## src/rtl/cnt_seq.sv

```systemverilog
// cnt_seq: run controller for an external mod-11 counter (0..10).
// A run loads PRESET into the counter, then counts CYCLES carry-outs
// (0 meaning 2^W_CYC) before pulsing DONE. PAUSE freezes the counter and
// ABORT clears it. All outputs are decoded from state and registers only,
// so no input reaches an output without passing through a flop.

module cnt_seq #(
    parameter int W_CYC = 4
) (
    input  logic             clk,
    input  logic             mr,
    input  logic             start,
    input  logic             pause,
    input  logic             abort,
    input  logic [3:0]       preset,
    input  logic [W_CYC-1:0] cycles,
    input  logic             co,
    output logic             cnt_mr_n,
    output logic             cnt_load_n,
    output logic             cnt_en,
    output logic [3:0]       cnt_d,
    output logic             busy,
    output logic             done,
    output logic             err,
    output logic [W_CYC-1:0] wraps
);

    typedef enum logic [2:0] {
        S_CLR  = 3'd0,
        S_IDLE = 3'd1,
        S_LOAD = 3'd2,
        S_RUN  = 3'd3,
        S_HOLD = 3'd4,
        S_DONE = 3'd5
    } state_t;

    localparam logic [3:0]       PRESET_MAX = 4'd10;
    localparam logic [W_CYC-1:0] WRAP_ONE   = {{(W_CYC-1){1'b0}}, 1'b1};

    state_t           state;
    state_t           nextState;
    logic [3:0]       presetR;
    logic [W_CYC-1:0] cycR;
    logic [W_CYC-1:0] wrapsR;
    logic [W_CYC-1:0] wrapsInc;
    logic             errR;
    logic             startOk;
    logic             startBad;
    logic             lastWrap;
    logic             abortable;

    // The truncated increment makes cycR==0 mean 2^W_CYC: the wrap count
    // rolls over to zero on exactly the 2^W_CYC-th carry.
    assign wrapsInc  = wrapsR + WRAP_ONE;
    assign startOk   = start && (preset <= PRESET_MAX);
    assign startBad  = start && (preset > PRESET_MAX);
    assign lastWrap  = co && (wrapsInc == cycR);
    assign abortable = (state == S_LOAD) || (state == S_RUN) ||
                       (state == S_HOLD) || (state == S_DONE);

    // State register; mr forces CLR regardless of any other input.
    always_ff @(posedge clk) begin
        if (mr) begin
            state <= S_CLR;
        end else begin
            state <= nextState;
        end
    end

    // Next-state decode; completion beats pause, abort beats everything.
    always_comb begin
        nextState = state;
        case (state)
            S_CLR:   nextState = S_IDLE;
            S_IDLE:  if (startOk) nextState = S_LOAD;
            S_LOAD:  nextState = S_RUN;
            S_RUN: begin
                if (lastWrap) begin
                    nextState = S_DONE;
                end else if (pause) begin
                    nextState = S_HOLD;
                end
            end
            S_HOLD:  if (!pause) nextState = S_RUN;
            S_DONE:  nextState = S_IDLE;
            default: nextState = S_CLR;
        endcase
        if (abortable && abort) begin
            nextState = S_CLR;
        end
    end

    // Run parameters, wrap counter and the error pulse flop.
    always_ff @(posedge clk) begin
        if (mr) begin
            presetR <= 4'd0;
            cycR    <= '0;
            wrapsR  <= '0;
            errR    <= 1'b0;
        end else begin
            errR <= (state == S_IDLE) && startBad;
            case (state)
                S_CLR: wrapsR <= '0;
                S_IDLE: begin
                    if (startOk) begin
                        presetR <= preset;
                        cycR    <= cycles;
                        wrapsR  <= '0;
                    end
                end
                S_RUN: begin
                    if (co && !abort) begin
                        wrapsR <= wrapsInc;
                    end
                end
                default: ;
            endcase
        end
    end

    // Moore output decode for the counter controls and status flags.
    always_comb begin
        cnt_mr_n   = 1'b1;
        cnt_load_n = 1'b1;
        cnt_en     = 1'b0;
        busy       = 1'b0;
        done       = 1'b0;
        case (state)
            S_CLR:  cnt_mr_n = 1'b0;
            S_LOAD: begin
                cnt_load_n = 1'b0;
                busy       = 1'b1;
            end
            S_RUN: begin
                cnt_en = 1'b1;
                busy   = 1'b1;
            end
            S_HOLD: busy = 1'b1;
            S_DONE: done = 1'b1;
            default: ;
        endcase
    end

    assign cnt_d = presetR;
    assign err   = errR;
    assign wraps = wrapsR;

endmodule

```

## config.mk

```make
export PLATFORM = sky130hd
export DESIGN_NAME = cnt_seq
export DESIGN_NICKNAME = d
export VERILOG_FILES = /design/src/rtl/cnt_seq.sv
export SDC_FILE = /design/constraint.sdc
export NUM_CORES = 1
export LEC_CHECK = 0
export ABC_AREA = 1
export BUFFER_PORTS_ARGS = -buffer_cell sky130_fd_sc_hd__buf_4
export CORE_MARGIN = 2
export CORE_UTILIZATION = 54
export CTS_CLUSTER_DIAMETER = 30
export DETAILED_ROUTE_END_ITERATION = 7
export MAX_ROUTING_LAYER = met4
export PLACE_DENSITY = 0.94
export SYNTH_ARGS = -nofsm -noshare
export SYNTH_HDL_FRONTEND = slang
export SYNTH_SLANG_ARGS = --single-unit
export TNS_END_PERCENT = 10
```

## constraint.sdc

```tcl
create_clock -name clk -period 2.55 [get_ports clk]
set_clock_uncertainty 0.05 [all_clocks]
set_input_delay 0.1275 -clock clk [delete_from_list [all_inputs] [get_ports clk]]
set_output_delay 0.1275 -clock clk [all_outputs]
set_load 0.02 [all_outputs]
```

Yosys cells after proc, flatten, opt, wreduce, memory -nomap -nowiden --
Index checks and enable logic that the tools add are counted. W data, S select, Z words.
Storage, ports and cells: register bits 16, RAM bits 0, memories 0, latch bits 0, output and inout port bits 14, memory bits (read-only) 0, bits of input ports 14, word-level logic and storage cells 49
Operators by class: div/mod/pow operators 0, shifts and indexed selects 0, $add $sub $neg 1, multiply operators 0, reductions and logical operators 18, magnitude comparators 2, equality and inequality tests 10, multiplexer cells 13, bitwise gates (word level) 0
Operators by type and width (number):
- $pmux W3 S5 | 1
- $mux W3 | 4
- $pmux W4 S3 | 1
- $mux W4 | 2
- $eq A3 B2 Y1 const B | 2
- $eq A3 B3 Y1 const B | 2
- $logic_and A1 B1 Y1 | 6
- $reduce_and A3 Y1 | 2
- $mux W1 | 5
- $add A4 B1 Y4 const B | 1
- $eq A4 B4 Y1 | 1
- $gt A4 B4 Y1 const B | 1
- $le A4 B4 Y1 const B | 1
- $ne A2 B2 Y1 const B | 2
- $reduce_or A2 Y1 | 2
- $eq A3 B1 Y1 const B | 1
- $logic_not A3 Y1 | 1
- $logic_or A1 B1 Y1 | 3
- $ne A3 B3 Y1 const B | 1
- $reduce_bool A3 Y1 | 1
- $reduce_or A3 Y1 | 1
- $ne A2 B1 Y1 const B | 1
- $reduce_and A2 Y1 | 1
- $logic_not A1 Y1 | 1

Depth between registers and ports, before layout --
Gate-level depths: netlist of the first run.
word-level depth 6, mapped depth 11, depth with buffers taken out 11

Worst setup path after synthesis of the first run --
No wires, ideal clock.
kind flip-flop to flip-flop, start point register wrapsR[0] (netlist: wraps[0]), end point register state[2], arrival time 1.475 ns, required time 2.434 ns, library setup time 0.066 ns, path buffers 0, period minus slack after synthesis 1.591 ns, stages on the path, launching flop included 10, slack 0.959 ns, cell sequence dfxtp_1 ha_1 inv_1 a21oi_1 nand3_1 nor2_4 nand2_2 a21oi_2 nand2_1 a21oi_2
Between the ends: longest elaborated chain between the ends 5, elaborated cells on any way between the ends 7, classes of those cells add/sub (1); eq/ne (2); mux (2); reduce/logical (2)
RTL lines:
- start: declaration | RTL line 44 | logic [W_CYC-1:0] wrapsR;
- start signal: assignment | RTL line 113 | wrapsR <= wrapsInc;
- $add A4 B1 Y4 (*) | RTL line 54 | assign wrapsInc = wrapsR + WRAP_ONE;
- $eq A4 B4 Y1 (*) | RTL line 57 | assign lastWrap = co && (wrapsInc == cycR);
- $logic_and A1 B1 Y1 (*) | RTL line 57
- $mux W3 or $ne A3 B3 Y1 (tied branches)
- $pmux W3 S5 or $reduce_and A3 Y1 (tied branches)
- end signal: assignment | RTL line 66 | state <= nextState;
- end: declaration | RTL line 40 | state_t state;
Every way passes the cells marked *; elsewhere a longest branch is shown, timed or not. A chain may end at the register's enable or synchronous reset.

Worst setup path after layout of the first run --
start point register wrapsR[0] (netlist: wraps[0]), end point register state[0]
The elaborated chain is that of the path after synthesis.

==> results of run 1 <==
state kept, by name, summed over array words and instances (netlist names):
register,count
cycR,4
wraps,4
cnt_d,4
state,3
err,1
report_power, final:
part	total (W)	switching [W]	internal, W
logic	0.000658	0.000416	0.000242
clock network	0.000174	0.0000864	0.0000872
registers	0.000393	0.0000826	0.000310
worst min-delay path, delay by kind of cell:
| family | cells | cell delay [ps] |
|---|---|---|
| buffers and inverters | 1 | 110 |
| AND/OR/NAND/NOR | 1 | 50 |
| AO/OA/AOI/OAI | 1 | 60 |
layout make-up:
class | count | area [µm²] | share of cell area [%]
sequential | 16 | 320 | 26.4
timing repair buffer | 28 | 213 | 17.5
clock buffer | 4 | 36.3 | 2.99
multi-input combinational | 95 | 527 | 43.4
inverter | 24 | 95.1 | 7.84
tap | 17 | 21.3 | 1.75
cells in the final DEF, fill, tap and decap left out:
cell type,count
nor2_1,5
clkbuf_4,3
nand2_2,5
inv_4,2
nand4_1,2
nand2_1,33
nand2_4,1
o31ai_2,1
nor2_8,2
dfxtp_1,16
dlygate4sd3_1,1
o21ai_1,3
inv_1,19
buf_4,27
nor2_4,2
nand3_2,3
clkbuf_8,1
nand3_1,10
ha_1,1
o21ai_0,7
nor3_1,2
inv_2,3
a21oi_1,15
a21oi_2,3
per-stage QoR:
step / instance area (µm²) / worst slack (ps) / utilization [%] / hold WS [ps]
final: 1210 / 901 / 71.8 / 35.7
after global routing: 1210 / 746 / 71.8 / 38.3
after CTS: 1210 / 904 / 71.8 / 35.5
after detailed placement: 1170 / 921 / 69.0 / 294
after global placement: 1170 / 1010 / 69.0 / 287
after floorplan: 950 / 959 / - / 147
synth_stat cells:
| library cell | n |
|---|---|
| ha_1 | 1 |
| a21oi_1 | 15 |
| inv_2 | 3 |
| o31ai_2 | 1 |
| nor2_8 | 2 |
| nand4_1 | 2 |
| nand2_2 | 5 |
| nand3_1 | 10 |
| inv_1 | 19 |
| buf_4 | 1 |
| nor2_1 | 5 |
| nor3_1 | 2 |
| nand2_1 | 33 |
| o21ai_0 | 7 |
| inv_4 | 2 |
| o21ai_1 | 3 |
| dfxtp_1 | 16 |
| nand2_4 | 1 |
| a21oi_2 | 3 |
| nand3_2 | 3 |
| nor2_4 | 2 |
logic make-up after synthesis:
family	synth area share, %
buf+inv	10.8
flops	33.7
compound gates	17.3
fa+ha+maj	1.32
simple gates	36.9
metal layers:
metal	track usage, %	up-vias	routed length [µm]
met1	28.3	442	933
met2	38.1	34	1090
met3	2.78	7	114
met4	13.7	0	54
li1	-	501	-
met5	-	-	0
path summary, 6_finish.rpt:
kind,to,slack (ps),start,cells after the start
worst min-delay path,cnt_d[3]$_SDFFE_PP0P_,40,preset[3],3
worst max register to register,state[0]$_SDFFE_PP0P_,900,wraps[0]$_SDFFE_PP0P_,9
worst max-delay path,state[0]$_SDFFE_PP0P_,900,wraps[0]$_SDFFE_PP0P_,9
worst min register to register,cnt_d[1]$_SDFFE_PP0P_,430,cnt_d[1]$_SDFFE_PP0P_,2
timing repair:
| action | 4_1_cts | 5_1_grt |
|---|---|---|
| hold buffers | 1 | 0 |
| endpoints found under the hold margin | 5 | 0 |
| endpoints found under the setup margin | 0 | 0 |
==> metrics.md, run 1 <==
| Metric | Value |
|---|---|
| Status | `finished clean` |
| CP Capture Type | `register` |
| Synthesized area | `around 950 µm²` |
| Cell chain of the critical path | `ha_1, inv_1, a21oi_1, nand3_1, nor2_4, nand2_2, a21oi_2, nand2_1, a21oi_2` |
| Top post-synthesis cells by area | `dfxtp_1 34%, nand2_1 13%, a21oi_1 7.9%` |
| Remaining DRCs | `0` |
| GRT overflow | `0` |
| Critical path's slowest cell | `dfxtp_1` |
| Crit-path leading delay family | `flip-flops` |
| Peak supply drop | `678 µV` |
| Root buffer cell | `clkbuf_4` |
| Core Area | `1690 µm²` |
| HP Class | `in2reg` |
| Ant. Diodes | `0` |
| Area delta synth->final | `27.7%` |
| Site row count | `15` |
| Largest net degree at the start of global routing | `14` |
| Min Clock Period, post-route | `about 1600 ps` |
| Seq/Total Area, Yosys | `between 30% and 40%` |
| Crit path DAT | `approximately 1800 ps` |
| Setup TNS Final | `0 ps` |
| Warnings, synthesis | `0` |
| Yosys top cell area share | `33.7%` |
| Mapped Nets | `around 150` |
| I/O Pins | `28` |
| Period utilization | `between 60% and 70%` |
| Slew headroom | `around 80%` |
| First-pass DRT Iterations | `4` |
| CP most frequent cell | `a21oi_2` |
| Max-slew violations | `0` |
| Share of cells above drive strength 1 | `between 30% and 40%` |
| RSZ-0062 raised after global routing | `no` |
| CTS Sinks | `16` |
| Layout net count | `~180` |
| Setup Buffers After CTS | `0` |
| Leakage dissipation | `0.585 nW` |
| Die Span Y | `approximately 46 µm` |
| Library cells used by synthesis | `21` |
| CP bufs+invs | `1` |
| Port Buf Inserts | `27` |
| Initial antenna violation count | `0` |
| #FFs+latches synth | `16` |
| Fmax | `606 MHz` |
| Crit path kind | `reg2reg` |
| Die ar. | `about 2100 µm²` |
| Total global-route track usage | `between 20% and 30%` |
| Post_cts resized | `0` |
| Placed wire-length estimate | `1710 µm` |
| CP peak stage delay | `slightly below 400 ps` |
| RePlAce Congestion | `roughly 0.85` |
| Worst-Margin Slew | `just under 300 ps` |
| Starting Density | `56.2%` |
| Clk buf depth | `2` |
| Worst Path Max Fanout | `8` |
| Placed cells | `about 180` |
| Clock buffer count from CTS | `3` |
| H-tree depth | `1` |
| Post-Synthesis Cells | `~140` |
| Vias per inst | `~5.3` |
| Critical path required time | `approximately 2800 ps` |
| Hold Vio Cnt, Final | `0` |
| Final Setup Violations | `0` |
| Final WL | `between 2000 and 2500 µm` |
| Vias | `984` |
| Total Power | `roughly 0.0012 W` |
| CTS tree | `done` |
| ANT nets after route | `0` |
| Fillers | `about 130` |
| Clock Pin Slew Worst Setup and Hold Paths | `roughly 100 ps` |
| Worst-Skew Late Latency | `~300 ps` |
| Number of global-route vias before repair | `885` |
| PwrDens | `1010 nW/µm²` |
| Die width | `roughly 46 µm` |
| Final std cells w/o fill | `184` |
| DRT iter0 DRCs | `14` |
| Largest area contributor in the synthesized netlist | `dfxtp_1` |
| Avg Inst Size Synth | `around 7.0 µm²` |
| Wire per inst | `~12 µm` |
| First-pass GRT wire length | `roughly 3500 µm` |
| Maxcap violations | `0` |
| CP Launch Type | `register` |
Note: power is estimated with default switching activity, not from simulation.
==> run 2, diff against run 1 <==
--- a/config.mk
+++ b/config.mk
@@ -8,11 +8,11 @@
 export ABC_AREA = 1
 export BUFFER_PORTS_ARGS = -buffer_cell sky130_fd_sc_hd__buf_4
 export CORE_MARGIN = 2
-export CORE_UTILIZATION = 54
+export CORE_UTILIZATION = 50
 export CTS_CLUSTER_DIAMETER = 30
 export DETAILED_ROUTE_END_ITERATION = 7
 export MAX_ROUTING_LAYER = met4
-export PLACE_DENSITY = 0.94
+export PLACE_DENSITY = 0.89
 export SYNTH_ARGS = -nofsm -noshare
 export SYNTH_HDL_FRONTEND = slang
 export SYNTH_SLANG_ARGS = --single-unit
==> constraint.sdc (replaced) <==
create_clock -name clk -period 1.7 [get_ports clk]
set_clock_uncertainty 0.05 [all_clocks]
set_input_delay 0.085 -clock clk [delete_from_list [all_inputs] [get_ports clk]]
set_output_delay 0.085 -clock clk [all_outputs]
set_load 0.02 [all_outputs]
==> metrics.md, run 2 (same netlist as run 1, synthesis figures left out) <==
| Metric | Value |
|---|---|
| Initial antenna violation count | `0 (unchanged)` |
| CTS Sinks | `16 (unchanged)` |
| Remaining DRCs | `0 (unchanged)` |
| Number of global-route vias before repair | `871 (-1.6%)` |
| CP Launch Type | `register` |
| Worst Path Max Fanout | `6 (-2)` |
| CTS tree | `done` |
| Clock Pin Slew Worst Setup and Hold Paths | `100 ps (about the same)` |
| Post-route cell area | `1260 µm² (+4.1%)` |
| First-pass GRT wire length | `3620 µm (+4.2%)` |
| CP bufs+invs | `1 (unchanged)` |
| Fillers | `142 (+12%)` |
| First-pass DRT Iterations | `4 (unchanged)` |
| CP peak stage delay | `370 ps (-20 ps)` |
| RePlAce Congestion | `0.824 (-3.0%)` |
| Multi-input gate area | `548 µm² (+4.0%)` |
| H-tree depth | `1 (unchanged)` |
| Fmax | `629 MHz (+3.8%)` |
| Wire per inst | `11.4 µm (-4.3%)` |
| Largest net degree at the start of global routing | `14 (unchanged)` |
| Share of cells above drive strength 1 | `34.3% (+2.6 points)` |
| Final hold slack | `1.45 ps (-34.3 ps)` |
| Port Buf Inserts | `27 (unchanged)` |
| Placed wire-length estimate | `1720 µm (+0.43%)` |
| Worst-Margin Slew | `295 ps (-0.248 ps)` |
| Crit path kind | `reg2reg` |
| Most frequent cells in the layout | `33 x nand2_1, 28 x buf_4, 19 x inv_1` |
| Die Span Y | `47.6 µm (+3.6%)` |
| Site row count | `15 (unchanged)` |
| Total global-route track usage | `23.3% (-0.48 points)` |
| Leakage dissipation | `0.593 nW (+1.5%)` |
| Clock buffer count from CTS | `3 (unchanged)` |
| Area delta synth->final | `32.9%` |
| DRT iter0 DRCs | `35 (+21)` |
| Die ar. | `2260 µm² (+7.3%)` |
| Die width | `47.6 µm (+3.6%)` |
| Layout net count | `185 (+1.1%)` |
| HP Class | `in2reg` |
| Vias per inst | `5.17 (-3.3%)` |
| Ant. Diodes | `0 (unchanged)` |
| GRT overflow | `0 (unchanged)` |
| Starting Density | `53.8% (-2.4 points)` |
| Clk buf depth | `2 (unchanged)` |
| Cell chain of the critical path | `ha_4, inv_1, a21oi_2, nand3_2, nor2_4, nand2_2, a21oi_2, nand2_1, a21oi_2` |
| Critical path's slowest cell | `dfxtp_2` |
| Critical path required time | `1880 ps (-870 ps)` |
| Period utilization | `93.5% (+29 points)` |
| CP Capture Type | `register` |
| PwrDens | `1490 nW/µm² (+48%)` |
| Crit-path leading delay family | `compound AO/OA/AOI/OAI gates` |
| Hold Vio Cnt, Final | `0 (unchanged)` |
| DP Area | `1180 µm² (+1.5%)` |
| Max-slew violations | `0 (unchanged)` |
| Status | `finished clean` |
| Maxcap violations | `0 (unchanged)` |
| Crit path DAT | `1770 ps (-70 ps)` |
| ANT nets after route | `0 (unchanged)` |
| Slew headroom | `80.3% (about the same)` |
| Core Area | `1760 µm² (+4.4%)` |
| Min Clock Period, post-route | `1590 ps (-59.9 ps)` |
| Root buffer cell | `clkbuf_4` |
| CP most frequent cell | `a21oi_2` |
| I/O Pins | `28 (unchanged)` |
| Peak supply drop | `1010 µV (+49%)` |
| Commonest non-fill, non-tap cell in the layout | `nand2_1` |
| Final Setup Violations | `0 (unchanged)` |
| Reg area | `322 µm² (+0.39%)` |
| Vias | `1,003 (+1.9%)` |
| Final WL | `2210 µm (+0.91%)` |
| Worst-Skew Late Latency | `290 ps (about the same)` |
-- run 2: worst paths after layout --
check	startpoint	endpoint	slack, ps	cells after the start
worst max register to register	wraps[1]$_SDFFE_PP0P_	state[2]$_SDFFE_PP0P_	110	9
worst max-delay path	wraps[1]$_SDFFE_PP0P_	state[2]$_SDFFE_PP0P_	110	9
worst min register to register	cnt_d[0]$_SDFFE_PP0P_	cnt_d[0]$_SDFFE_PP0P_	420	2
worst min-delay path	preset[1]	cnt_d[1]$_SDFFE_PP0P_	1	3
-- run 2: repair_timing --
item / in CTS / in global routing
hold buffers: 2 / 0
endpoints found under the hold margin: 5 / 0
gates resized for setup: 0 / 4
setup buffers: 0 / 0
setup endpoints to repair: 0 / 2
-- run 2: worst min-delay path, stage by stage --
cell,delay [ps]
buf_4,110
nand2_1,50
a21oi_1,60
-- run 2: routing by layer --
layer / vias to the layer above / wire (µm) / track usage (%)
met5: - / 0 / -
met4: 0 / 46 / 13.0
met3: 5 / 163 / 3.02
met2: 44 / 1090 / 35.7
met1: 448 / 913 / 29.4
li1: 506 / - / -
-- run 2: cell type report --
cell class	instances	share of cell area, %
multi-input cells	95	43.4
flip-flops and latches	16	25.5
repair buffers	30	18.2
inverters	24	7.53
clock buffers	4	2.87
well taps	25	2.48
-- run 2: per-stage QoR --
stage / cells / total power [W] / setup slack (ps) / util, % / TNS (ps)
after floorplan: 136 / 0.00129 / 109 / - / 0
after CTS: 194 / 0.00186 / 71.3 / 70.3 / 0
final: 194 / 0.00188 / 111 / 71.6 / 0
after global routing: 194 / 0.00203 / -9.48 / 71.6 / -9.48
after detailed placement: 188 / 0.00159 / 104 / 67.1 / 0
after global placement: 188 / 0.00155 / 195 / 67.1 / 0
-- run 2: power breakdown --
| part | switching (W) | internal (W) | leakage (nW) |
|---|---|---|---|
| combinational | 0.000656 | 0.000388 | 0.441 |
| sequential | 0.000115 | 0.000465 | 0.131 |
| clock | 0.000129 | 0.000131 | 0.0210 |
| total | 0.000899 | 0.000984 | 0.593 |
==> run 3, diff against run 2 <==
==> constraint.sdc (replaced) <==
create_clock -name clk -period 1.8 [get_ports clk]
set_clock_uncertainty 0.05 [all_clocks]
set_input_delay 0.09 -clock clk [delete_from_list [all_inputs] [get_ports clk]]
set_output_delay 0.09 -clock clk [all_outputs]
set_load 0.02 [all_outputs]
==> metrics.md, run 3 (same netlist as run 1, synthesis figures left out) <==
| Metric | Value |
|---|---|
| Status | `finished clean` |
| Worst Setup SP | `wraps[0]$_SDFFE_PP0P_` |
| Slew headroom | `80.4% (+0.12 points)` |
| Fmax | `615 MHz (-2.3%)` |
| Reg area | `325 µm² (+1.2%)` |
| Number of global-route vias before repair | `888 (+2.0%)` |
| CP Capture Type | `register` |
| Share of cells above drive strength 1 | `33.1% (-1.2 points)` |
| Clock Pin Slew Worst Setup and Hold Paths | `90 ps (about the same)` |
| Worst Path Max Fanout | `8 (+2)` |
| Final Util | `69.0% (-2.6 points)` |
| Remaining DRCs | `0 (unchanged)` |
| First-pass DRT Iterations | `4 (unchanged)` |
| Hold Vio Cnt, Final | `0 (unchanged)` |
| Layout net count | `183 (-1.1%)` |
| Leakage dissipation | `0.579 nW (-2.4%)` |
| Max-slew violations | `0 (unchanged)` |
| HP Start | `start` |
| Maxcap violations | `0 (unchanged)` |
| H-tree depth | `1 (unchanged)` |
| Root buffer cell | `clkbuf_4` |
| Die ar. | `2260 µm² (unchanged)` |
| Peak supply drop | `766 µV (-24%)` |
| Setup TNS Final | `0 ps (unchanged)` |
| I/O Pins | `28 (unchanged)` |
| Most frequent cells in the layout | `33 x nand2_1, 27 x buf_4, 19 x inv_1` |
| Wire per inst | `11.9 µm (+4.6%)` |
| Final WL | `2280 µm (+3.0%)` |
| Site row count | `15 (unchanged)` |
| Area delta synth->final | `28.2%` |
| CTS tree | `done` |
| Critical path required time | `1980 ps (+100 ps)` |
| Min Clock Period, post-route | `1630 ps (+37.4 ps)` |
| Multi-input gate area | `531 µm² (-3.2%)` |
| Vias | `997 (-0.60%)` |
| ANT nets after route | `0 (unchanged)` |
| Vias per inst | `5.22 (+0.96%)` |
| Clk buf depth | `2 (unchanged)` |
| Largest net degree at the start of global routing | `14 (unchanged)` |
| RePlAce Congestion | `0.826 (+0.19%)` |
| Ant. Diodes | `0 (unchanged)` |
| Period utilization | `90.4% (-3.1 points)` |
| First-pass GRT wire length | `3780 µm (+4.6%)` |
| Crit path DAT | `1810 ps (+40 ps)` |
| Clock buffer count from CTS | `3 (unchanged)` |
| Total global-route track usage | `24.1% (+0.81 points)` |
| CP Launch Type | `register` |
| Worst-Margin Slew | `294 ps (-1.66 ps)` |
| Initial antenna violation count | `0 (unchanged)` |
| Final std cells w/o fill | `191 (-1.5%)` |
| Crit path kind | `reg2reg` |
| PwrDens | `1400 nW/µm² (-6.2%)` |
| Total Power | `0.00170 W (-9.6%)` |
| Setup Buffers After CTS | `0 (unchanged)` |
| HP Class | `in2reg` |
| Placed cells | `187 (-0.53%)` |
| Die width | `47.6 µm (unchanged)` |
| R2r startpoint | `wraps[0]$_SDFFE_PP0P_` |
| CTS Sinks | `16 (unchanged)` |
| Die Span Y | `47.6 µm (unchanged)` |
| Commonest non-fill, non-tap cell in the layout | `nand2_1` |
| Fillers | `161 (+13%)` |
| Port Buf Inserts | `27 (unchanged)` |
| GRT overflow | `0 (unchanged)` |
| DRT iter0 DRCs | `20 (-43%)` |
| Core Area | `1760 µm² (unchanged)` |
| Final Setup Violations | `0 (unchanged)` |
| RSZ-0062 raised after global routing | `no` |
| Worst-Skew Late Latency | `290 ps (about the same)` |
| Starting Density | `53.8% (unchanged)` |
| Placed wire-length estimate | `1740 µm (+1.5%)` |
-- run 3: per-stage QoR --
| stage | hold WS (ps) | cell area [µm²] | worst slack (ps) |
|---|---|---|---|
| 6_report | 15.5 | 1220 | 174 |
| 5_1_grt | 24.8 | 1220 | 14.2 |
| 4_1_cts | 13.2 | 1210 | 122 |
| 3_5_place_dp | 254 | 1180 | 151 |
| 3_3_place_gp | 251 | 1180 | 259 |
| 2_1_floorplan | 109 | 950 | 209 |
-- run 3: report_power, final --
| part | internal (W) | leakage, nW | switching (W) | total (W) |
|---|---|---|---|---|
| logic | 0.000344 | 0.433 | 0.000601 | 0.000945 |
| clock network | 0.0000778 | 0.0138 | 0.000114 | 0.000192 |
| registers | 0.000447 | 0.132 | 0.000120 | 0.000566 |
-- run 3: layout make-up --
cell class,count,area share [%]
clock buffer,3,1.85
inverter,24,7.81
multi-input combinational,95,43.6
sequential,16,26.7
tap,25,2.57
timing repair buffer,28,17.5
-- run 3: final timing paths --
path | slack [ps] | depth (start not counted) | to
max reg2reg | 170 | 9 | state[2]$_SDFFE_PP0P_
min reg2reg | 430 | 2 | cnt_d[1]$_SDFFE_PP0P_
min | 20 | 3 | err$_SDFF_PP0_
max | 170 | 9 | state[2]$_SDFFE_PP0P_
-- run 3: worst max-delay path, stage by stage, from the launching register on --
cell	delay [ps]
dfxtp_4	380
ha_1	310
inv_1	50
a21oi_2	100
nand3_1	140
nor2_4	130
nand2_2	70
a21oi_2	140
nand2_1	80
a21oi_2	110
-- run 3: timing repair --
action / in CTS / in global routing
resized for setup: 0 / 4
hold buffers: 1 / 0
setup endpoints to repair: 0 / 3
endpoints found under the hold margin: 5 / 0
-- run 3: per-layer routing --
layer	global-route usage, %	share of wire (%)	vias up
li1	-	-	501
met1	27.9	42	461
met2	42.4	52	28
met3	2.64	4.8	7
met4	9.19	1.8	0
met5	-	0	-
